[src/rtl/io_periph_bus.sv]
// io_periph_bus: memory-mapped IO page with LED register, buffered 8N1 UART TX,
// sticky TX overflow flag and a free-running cycle counter.
// Ports: clk, reset (sync, active-high); io_addr/io_wdata/io_wr bus write side;
// io_rdata combinational read data; leds LED register; txd UART serial out.
module io_periph_bus #(
  parameter int LED_WIDTH   = 4,
  parameter int FIFO_DEPTH  = 16,
  parameter int CLK_FREQ_HZ = 100000000,
  parameter int BAUD_RATE   = 1000000
) (
  input  logic                 clk,
  input  logic                 reset,
  input  logic [31:0]          io_addr,
  input  logic [31:0]          io_wdata,
  input  logic                 io_wr,
  output logic [31:0]          io_rdata,
  output logic [LED_WIDTH-1:0] leds,
  output logic                 txd
);

  localparam int DIV = CLK_FREQ_HZ / BAUD_RATE;
  localparam int AW  = $clog2(FIFO_DEPTH);
  localparam int PW  = AW + 1;
  localparam int CW  = $clog2(DIV);

  localparam logic [CW-1:0] RELOAD = CW'(DIV - 1);

  localparam logic [1:0] S_IDLE  = 2'd0;
  localparam logic [1:0] S_START = 2'd1;
  localparam logic [1:0] S_DATA  = 2'd2;
  localparam logic [1:0] S_STOP  = 2'd3;

  logic [3:0] wa;
  logic       sel_led;
  logic       sel_dat;
  logic       sel_cntl;
  logic       sel_cyc;
  logic       unused_addr;

  assign wa          = io_addr[5:2];
  assign sel_led     = wa[0];
  assign sel_dat     = wa[1];
  assign sel_cntl    = wa[2];
  assign sel_cyc     = wa[3];
  assign unused_addr = ^{io_addr[31:6], io_addr[1:0]};

  logic [LED_WIDTH-1:0] leds_q, leds_d;
  logic [31:0]          cyc_q, cyc_d;
  logic                 ovf_q, ovf_d;
  logic [PW-1:0]        wptr_q, wptr_d;
  logic [PW-1:0]        rptr_q, rptr_d;
  logic [7:0]           mem_q [FIFO_DEPTH];
  logic [1:0]           state_q, state_d;
  logic [CW-1:0]        cnt_q, cnt_d;
  logic [2:0]           bit_q, bit_d;
  logic [7:0]           sh_q, sh_d;
  logic                 txd_q, txd_d;

  logic [PW-1:0] level;
  logic [8:0]    level9;
  logic [7:0]    level8;
  logic          full;
  logic          empty;
  logic          push_req;
  logic          pop;
  logic          push;
  logic          ovf_evt;
  logic          tx_active;

  // Pointers carry one extra wrap bit so full and empty stay distinct.
  assign level = wptr_q - rptr_q;
  assign empty = (wptr_q == rptr_q);
  assign full  = (wptr_q[PW-1] != rptr_q[PW-1]) &&
                 (wptr_q[AW-1:0] == rptr_q[AW-1:0]);

  assign push_req = io_wr && sel_dat;
  assign pop      = (state_q == S_IDLE) && !empty;
  // A pop in the same cycle frees the slot, so a full FIFO still accepts.
  assign push     = push_req && (!full || pop);
  assign ovf_evt  = push_req && full && !pop;

  assign tx_active = (state_q != S_IDLE) || !empty;

  always_comb begin
    wptr_d = push ? wptr_q + PW'(1) : wptr_q;
    rptr_d = pop  ? rptr_q + PW'(1) : rptr_q;
  end

  always_comb begin
    ovf_d = ovf_q;
    if (io_wr && sel_cntl && io_wdata[10]) ovf_d = 1'b0;
    if (ovf_evt) ovf_d = 1'b1;
  end

  always_comb begin
    leds_d = leds_q;
    if (io_wr && sel_led) leds_d = io_wdata[LED_WIDTH-1:0];
  end

  always_comb begin
    cyc_d = cyc_q + 32'd1;
    if (io_wr && sel_cyc) cyc_d = io_wdata;
  end

  always_comb begin
    state_d = state_q;
    cnt_d   = cnt_q;
    bit_d   = bit_q;
    sh_d    = sh_q;
    txd_d   = txd_q;
    unique case (state_q)
      S_IDLE: begin
        txd_d = 1'b1;
        if (!empty) begin
          sh_d    = mem_q[rptr_q[AW-1:0]];
          cnt_d   = RELOAD;
          txd_d   = 1'b0;
          state_d = S_START;
        end
      end
      S_START: begin
        if (cnt_q == '0) begin
          cnt_d   = RELOAD;
          bit_d   = 3'd0;
          txd_d   = sh_q[0];
          state_d = S_DATA;
        end else begin
          cnt_d = cnt_q - CW'(1);
        end
      end
      S_DATA: begin
        if (cnt_q == '0) begin
          cnt_d = RELOAD;
          if (bit_q == 3'd7) begin
            txd_d   = 1'b1;
            state_d = S_STOP;
          end else begin
            // Next bit sits at sh_q[1] before the shift lands.
            bit_d = bit_q + 3'd1;
            sh_d  = sh_q >> 1;
            txd_d = sh_q[1];
          end
        end else begin
          cnt_d = cnt_q - CW'(1);
        end
      end
      S_STOP: begin
        if (cnt_q == '0) begin
          txd_d   = 1'b1;
          state_d = S_IDLE;
        end else begin
          cnt_d = cnt_q - CW'(1);
        end
      end
      default: begin
        txd_d   = 1'b1;
        state_d = S_IDLE;
      end
    endcase
  end

  always_ff @(posedge clk) begin
    if (reset) begin
      leds_q  <= '0;
      cyc_q   <= '0;
      ovf_q   <= 1'b0;
      wptr_q  <= '0;
      rptr_q  <= '0;
      state_q <= S_IDLE;
      cnt_q   <= '0;
      bit_q   <= '0;
      sh_q    <= '0;
      txd_q   <= 1'b1;
    end else begin
      leds_q  <= leds_d;
      cyc_q   <= cyc_d;
      ovf_q   <= ovf_d;
      wptr_q  <= wptr_d;
      rptr_q  <= rptr_d;
      state_q <= state_d;
      cnt_q   <= cnt_d;
      bit_q   <= bit_d;
      sh_q    <= sh_d;
      txd_q   <= txd_d;
    end
  end

  // Storage needs no reset: the pointers define which entries are live.
  always_ff @(posedge clk) begin
    if (push) mem_q[wptr_q[AW-1:0]] <= io_wdata[7:0];
  end

  // Level field is 8 bits wide; a 256-deep FIFO saturates it at 255.
  assign level9 = 9'(level);
  assign level8 = level9[8] ? 8'hFF : level9[7:0];

  logic [31:0] led_rd;
  logic [31:0] cntl_rd;

  assign led_rd  = 32'(leds_q);
  assign cntl_rd = {8'h00, level8, 5'h00, ovf_q, full, tx_active, 8'h00};

  assign io_rdata = (sel_led  ? led_rd  : 32'h0) |
                    (sel_cntl ? cntl_rd : 32'h0) |
                    (sel_cyc  ? cyc_q   : 32'h0);

  assign leds = leds_q;
  assign txd  = txd_q;

endmodule

[config.mk]
export PLATFORM = sky130hd
export DESIGN_NAME = io_periph_bus
export DESIGN_NICKNAME = d
export VERILOG_FILES = /design/src/rtl/io_periph_bus.sv
export SDC_FILE = /design/constraint.sdc
export NUM_CORES = 1
export LEC_CHECK = 0
export CORE_MARGIN = 10
export CORE_UTILIZATION = 32
export CTS_CLUSTER_SIZE = 16
export DETAILED_ROUTE_END_ITERATION = 16
export PLACE_DENSITY = 0.64
export SLEW_MARGIN = 20
export SYNTH_ARGS = -nofsm -noshare
export SYNTH_HDL_FRONTEND = slang
export SYNTH_SLANG_ARGS = --single-unit
[constraint.sdc]
create_clock -name clk -period 2.3 [get_ports clk]
set_input_delay 0.345 -clock clk [delete_from_list [all_inputs] [get_ports clk]]
set_output_delay 0.345 -clock clk [all_outputs]
set_load 0.05 [all_outputs]
After elaboration in Yosys (flattened, before gate mapping). Memories as Yosys holds them, arrays and structs flattened. A register that Yosys moved wholly into a read port is not among the register bits. Cells that the tools add are included.

Flip-flop bits (word level): 68. Memory bits (writable): 128. Input bits: 67. Output and inout bits: 37. Word-level logic and storage cells: 94. Memories: 1.

Add/subtract/negate cells: 6. Eq/ne operators: 14. Multiplexer cells: 34. Bitwise logic cells: 2. Reductions and logical operators: 27.

Memories: mem_q (depth 16, width 8, rd ports 1, clocked after memory_dff 1, write ports 1, line 52) `logic [7:0] mem_q [FIFO_DEPTH];`.

Operators with widths (count): $mux 32 (2); $add 32x1->32 const B (1); $or 21x32->32 (1); $mux 8 (3); $mux 21 (1); $mux 7 (3); $or 4x21->21 (1); $pmux 7 s3 (1); $pmux 8 s2 (1); $ne 2x2->1 const B (7); $mux 4 (3); $add 5x1->5 const B (2); $logic_and 1x1->1 (10); $mux 2 (5); $mux 1 (9); $mux 3 (3); $pmux 2 s4 (1); $reduce_and 4->1 (2); $reduce_bool 2->1 (4); $logic_not 7->1 (1); $sub 7x1->7 const B (1); $pmux 3 s2 (1); $eq 5x5->1 (1); $reduce_and 5->1 (1); 14 further kinds (18).

Depth between registers and ports, before layout.
Word-level depth: 7. Depth in mapped cells: 8. Depth with buffers taken out: 8.

Worst setup path after synthesis. Ideal clock, no wire load.

Path type: reg-to-output. Start: register wptr_q[0]. End: output port io_rdata[20]. Arrival: 2.511 ns. Required time: 1.955 ns. Setup slack: -0.556 ns. Stages on the path, launching flop included: 9. Buffers on the path: 0. Cells stage by stage: dfxtp_1 inv_1 ha_1 inv_1 fa_1 a21o_1 a21oi_1 xnor2_1 o21ai_0.

Word-level cells in the longest chain between the ends: 4.

RTL lines: start: declaration (line 50) `logic [PW-1:0] wptr_q, wptr_d;`; start signal: assignment (line 178) `wptr_q <= wptr_d;`; $sub 5x5->5 (line 71) `assign level = wptr_q - rptr_q;`; $mux 21 (line 204) `(sel_cntl ? cntl_rd : 32'h0) |`; $or 4x21->21 (line 203) `assign io_rdata = (sel_led ? led_rd : 32'h0) |`; $or 21x32->32 (line 204); end: declaration (line 16) `output logic [31:0] io_rdata,`.

No other way between the ends.

Worst setup path in the final report.
Start: register wptr_q[1]. End: output port io_rdata[19].

The elaborated chain is that of the path after synthesis.

==> summary by stage <==
Status
The run finished, with violations left. The checks that failed: negative setup slack.

Layout
For this run, the post-layout net count is approximately 910. The repair_antennas step left the layout with diodes totalling 0. The count of cells in the finished layout, fillers not included, comes to 1216. The share of final-layout standard cells stronger than drive strength 1 is 22.91%. At the end of the flow the core is filled with cells to between 40% and 50%. Relative to the synthesized area, the layout overhead comes to 28.19%. The library cell used most frequently in the layout, excluding fill and tap cells, is sky130_fd_sc_hd__edfxtp_1.

The top cell types in the final layout, fill and taps aside, are sky130_fd_sc_hd__edfxtp_1, sky130_fd_sc_hd__dfxtp_1, sky130_fd_sc_hd__nor2_1.

STA
The worst slew margin relative to its limit is 43.58%. The number of pins exceeding their max-slew limit in the final report is 0. The final critical-path setup slack is -0.1548 ns. The final critical-path share of the clock period is 106.7%. The highest achievable clock rate is 0.4074 GHz. The worst clock skew on the final layout is around 0.013 ns. The slew at the pin closest to its max-slew limit is approximately 0.84 ns. The routed design could run at a clock period as short as about 2.5 ns. The final-report hold violation count is 0. Setup violations remaining at the end of the flow were counted as 3.

Setup repair after global routing could not meet its margin everywhere.

Power
After layout, the design draws a total of 0.01051 W. Summed over all cells, the static leakage comes to 3.930 nW. For this design the ratio of total power to cell area is 905.9 nW/um^2. The largest vdd supply drop is 0.0005276 V.

Worst setup path
In this run the worst path has a maximum fanout of 3. The number of cells on the worst reg-to-reg path is 9. The signal on the critical path passes through ha_4, nor2b_1, o21a_1, or3_1, a32o_2, buf_12. In this design, the largest share of critical-path delay is due to compound AO/OA/AOI/OAI gates. The slowest library cell on the worst path is sky130_fd_sc_hd__dfxtp_4. The worst setup path is of the flip-flop to output pin kind.

For the worst setup path, the data required time is between 1.5 and 2 ns. The element type at the critical path end is an output pin. The worst register-to-register path has a setup slack of 0.17 ns. In this design, the stage delay of the slowest critical-path cell is 0.37 ns.

The number of buffer and inverter stages on the critical path is 1. The launch point of the worst reg-to-reg path is wptr_q[0]$_SDFFE_PP0P_. The worst setup path is launched from a flip-flop.

The signal arrival time at the worst endpoint is 2.11 ns. In this run the critical register-to-register path is captured at mem_q[10][1]$_DFFE_PP_.

Floorplanning
Measured along the x axis, the die boundary spans 188.2 um. Once the floorplan was initialized, standard cells occupied 32.49% of the core. Row generation in the floorplan step produced between 60 and 70 rows. The count of boundary I/O pins is 104.

The floorplan step set the die height to 188.2 um. After floorplanning, the core was sized to cover 27860 um^2. The die outline area is 35410 um^2.

Place
The final RePlAce weighted congestion is 0.7463. The number of port buffers is 75. The number of cells in the design after placement is 1179.

The half-perimeter wire length of the detailed placement result is approximately 15 mm. The worst slack at placement is -0.08658 ns.

Detailed routing
The detail-routed net length per standard cell is 17.64 um. The total number of vias is 6208. The number of vias per cell is approximately 5.1. The post-detailed-routing wire length is 21.45 mm. The number of design rule violations left after detail routing is 0. The antenna violation net count after detailed routing is 0. Before antenna repair, the detailed router went through 5 iterations. The violation count after the first detailed-routing iteration is 465.

Yosys
Sequential elements use 58.39% of the synthesized area. The number of enable flip-flop cells after synthesis is between 100 and 150. The net count after synthesis is 806. Of all flip-flops after synthesis, the portion carrying an async set or reset was 0%. The number of cells produced by synthesis is 719. The post-synthesis sequential element count is 200. The mean cell area of the mapped netlist is about 13 um^2. The synthesized cell area is about 9100 um^2.

Yosys mapped the design onto 54 distinct sky130hd cell types. Among all flip-flop cells after synthesis, the most frequent one is sky130_fd_sc_hd__edfxtp_1. For this run, the number of Yosys warnings is 0.

Clock tree
Counting the buffers created by CTS gives 17. TritonCTS built the clock tree. No sink is reached through more buffers than the 2 on the longest clock path.

The H-tree was split into 4 levels. Clock latency on the worst-skew pair, taken at its later pin, is 0.45 ns. The clock slew seen by the registers of the worst setup and hold paths is 0.08 ns.

In this run the clock root is driven by a sky130_fd_sc_hd__clkbuf_16. Hold repair after CTS inserted 0 buffers. The tree built by TritonCTS fans out to 200 sinks.

GRT
The first global-routing pass estimated approximately 35 mm of wire. The maximum number of pins on one net before global-route repair is 37. The number of antenna violations at the first check in global routing is 0. Across every metal layer, demand over resource in global routing totals 12.11%. The total grt overflow is 0. The number of global-route vias before repair is approximately 6.3k.

Min path
The worst min-delay path class is flip-flop to flip-flop. The worst hold path terminates at leds[3]$_SDFFE_PP0P_. The worst hold path was traced through 2 stages.

The hold path startpoint is leds[3]$_SDFFE_PP0P_.

Job
The number of max-cap violations is 0.
[cell families after synthesis]
group / Yosys count / share of synthesized area (%)
and+or+nand+nor: 226 / 13.04
DFF: 200 / 58.39
AOI/OAI and AO/OA: 153 / 12.18
buffers and inverters: 61 / 2.875
muxes: 39 / 8.737
xor gates and xnor gates: 20 / 1.935
adders and majority gates: 20 / 2.848
[registers in the layout (all words and copies together) (netlist names), named ones only]
name	flops
mem_q	128
cyc_q	32
sh_q	8
cnt_q	7
rptr_q	5
wptr_q	5
leds	4
bit_q	3
state_q	2
ovf_q	1
txd	1
[timing repair]
action                     4_1_cts  5_1_grt
resized for setup               23        6
setup buffers                    4        1
pin swaps                        8        6
setup endpoints to repair        6       14
[final cells by class]
type / instances / area (um^2)
multi-input cells: 458 / 3606
inverters: 17 / 63.81
clock inverters: 15 / 190.2
well taps: 378 / 473.0
fillers: 2549 / 16260
flip-flops and latches: 200 / 5296
clock buffers: 17 / 425.4
repair buffers: 131 / 1548
[report_power, final]
group	internal (W)	leakage (nW)	total, W	switching [W]
Sequential	0.00404	1.75	0.00423	0.000186
Combinational	0.00152	1.88	0.00318	0.00166
Clock	0.00158	0.299	0.00310	0.00152
[worst register-to-register path: cells and delay by family (launching register included)]
family,cells,cell delay [ns]
buf+inv,4,0.54
simple gates,3,0.43
fa+ha+maj,1,0.27
flops,1,0.34
compound gates,1,0.31
[per-stage QoR]
stage	instance area [um^2]	TNS (ns)	hold slack, ns
2_1_floorplan	9070	-0.1794	0.4360
3_3_place_gp	10850	-0.2465	0.4478
3_5_place_dp	10850	-1.542	0.4683
4_1_cts	11570	-0.5379	0.4718
5_1_grt	11600	-0.7880	0.4948
6_report	11600	-0.3856	0.4759
[cell usage after synthesis, types with 5 or more instances]
| master | n | share of area [%] |
|---|---|---|
| sky130_fd_sc_hd__nor2_1 | 64 | 2.7 |
| sky130_fd_sc_hd__xor2_1 | 11 | 1.1 |
| sky130_fd_sc_hd__a21oi_1 | 28 | 1.5 |
| sky130_fd_sc_hd__a211oi_1 | 14 | 1.2 |
| sky130_fd_sc_hd__ha_1 | 19 | 2.6 |
| sky130_fd_sc_hd__nor2b_1 | 5 | 0.35 |
| sky130_fd_sc_hd__and4_1 | 6 | 0.58 |
| sky130_fd_sc_hd__a311oi_1 | 25 | 2.4 |
| sky130_fd_sc_hd__dfxtp_1 | 72 | 16 |
| sky130_fd_sc_hd__edfxtp_1 | 128 | 42 |
| sky130_fd_sc_hd__mux4_2 | 32 | 8.0 |
| sky130_fd_sc_hd__xnor2_1 | 9 | 0.87 |
| sky130_fd_sc_hd__nand4_1 | 9 | 0.62 |
| sky130_fd_sc_hd__or3_1 | 12 | 0.83 |
| sky130_fd_sc_hd__or4_1 | 13 | 1.1 |
| sky130_fd_sc_hd__clkbuf_1 | 29 | 1.2 |
| sky130_fd_sc_hd__nor3_1 | 11 | 0.61 |
| sky130_fd_sc_hd__inv_1 | 17 | 0.70 |
| sky130_fd_sc_hd__nand3_1 | 20 | 1.1 |
| sky130_fd_sc_hd__and2_1 | 28 | 1.9 |
| sky130_fd_sc_hd__mux2i_1 | 7 | 0.77 |
| sky130_fd_sc_hd__buf_2 | 7 | 0.39 |
| sky130_fd_sc_hd__buf_1 | 5 | 0.21 |
| sky130_fd_sc_hd__o21ai_0 | 25 | 1.4 |
| sky130_fd_sc_hd__nand2_1 | 39 | 1.6 |
| sky130_fd_sc_hd__a22o_1 | 20 | 1.9 |
| sky130_fd_sc_hd__o31ai_1 | 12 | 1.0 |
[routing by layer]
layer / share of wire, % / global-route usage, %
met5: 0 / 0
met4: 1.3 / 3.169
met3: 4.9 / 2.696
met2: 47 / 19.20
met1: 46 / 16.36
[worst max path at each step]
stage,from,end,slack (ns),depth (start not counted)
global route,wptr_q[0]$_SDFFE_PP0P_,io_rdata[20],-0.25,9
floorplan,wptr_q[0]$_SDFFE_PP0P_,io_rdata[20],-0.18,8
finish,wptr_q[1]$_SDFFE_PP0P_,io_rdata[19],-0.15,6
CTS,wptr_q[0]$_SDFFE_PP0P_,io_rdata[20],-0.21,9
detailed placement,io_wr,mem_q[11][0]$_DFFE_PP_,-0.09,5
global placement,io_wr,mem_q[11][0]$_DFFE_PP_,-0.02,5
Note: power is estimated with default switching activity, not from simulation.
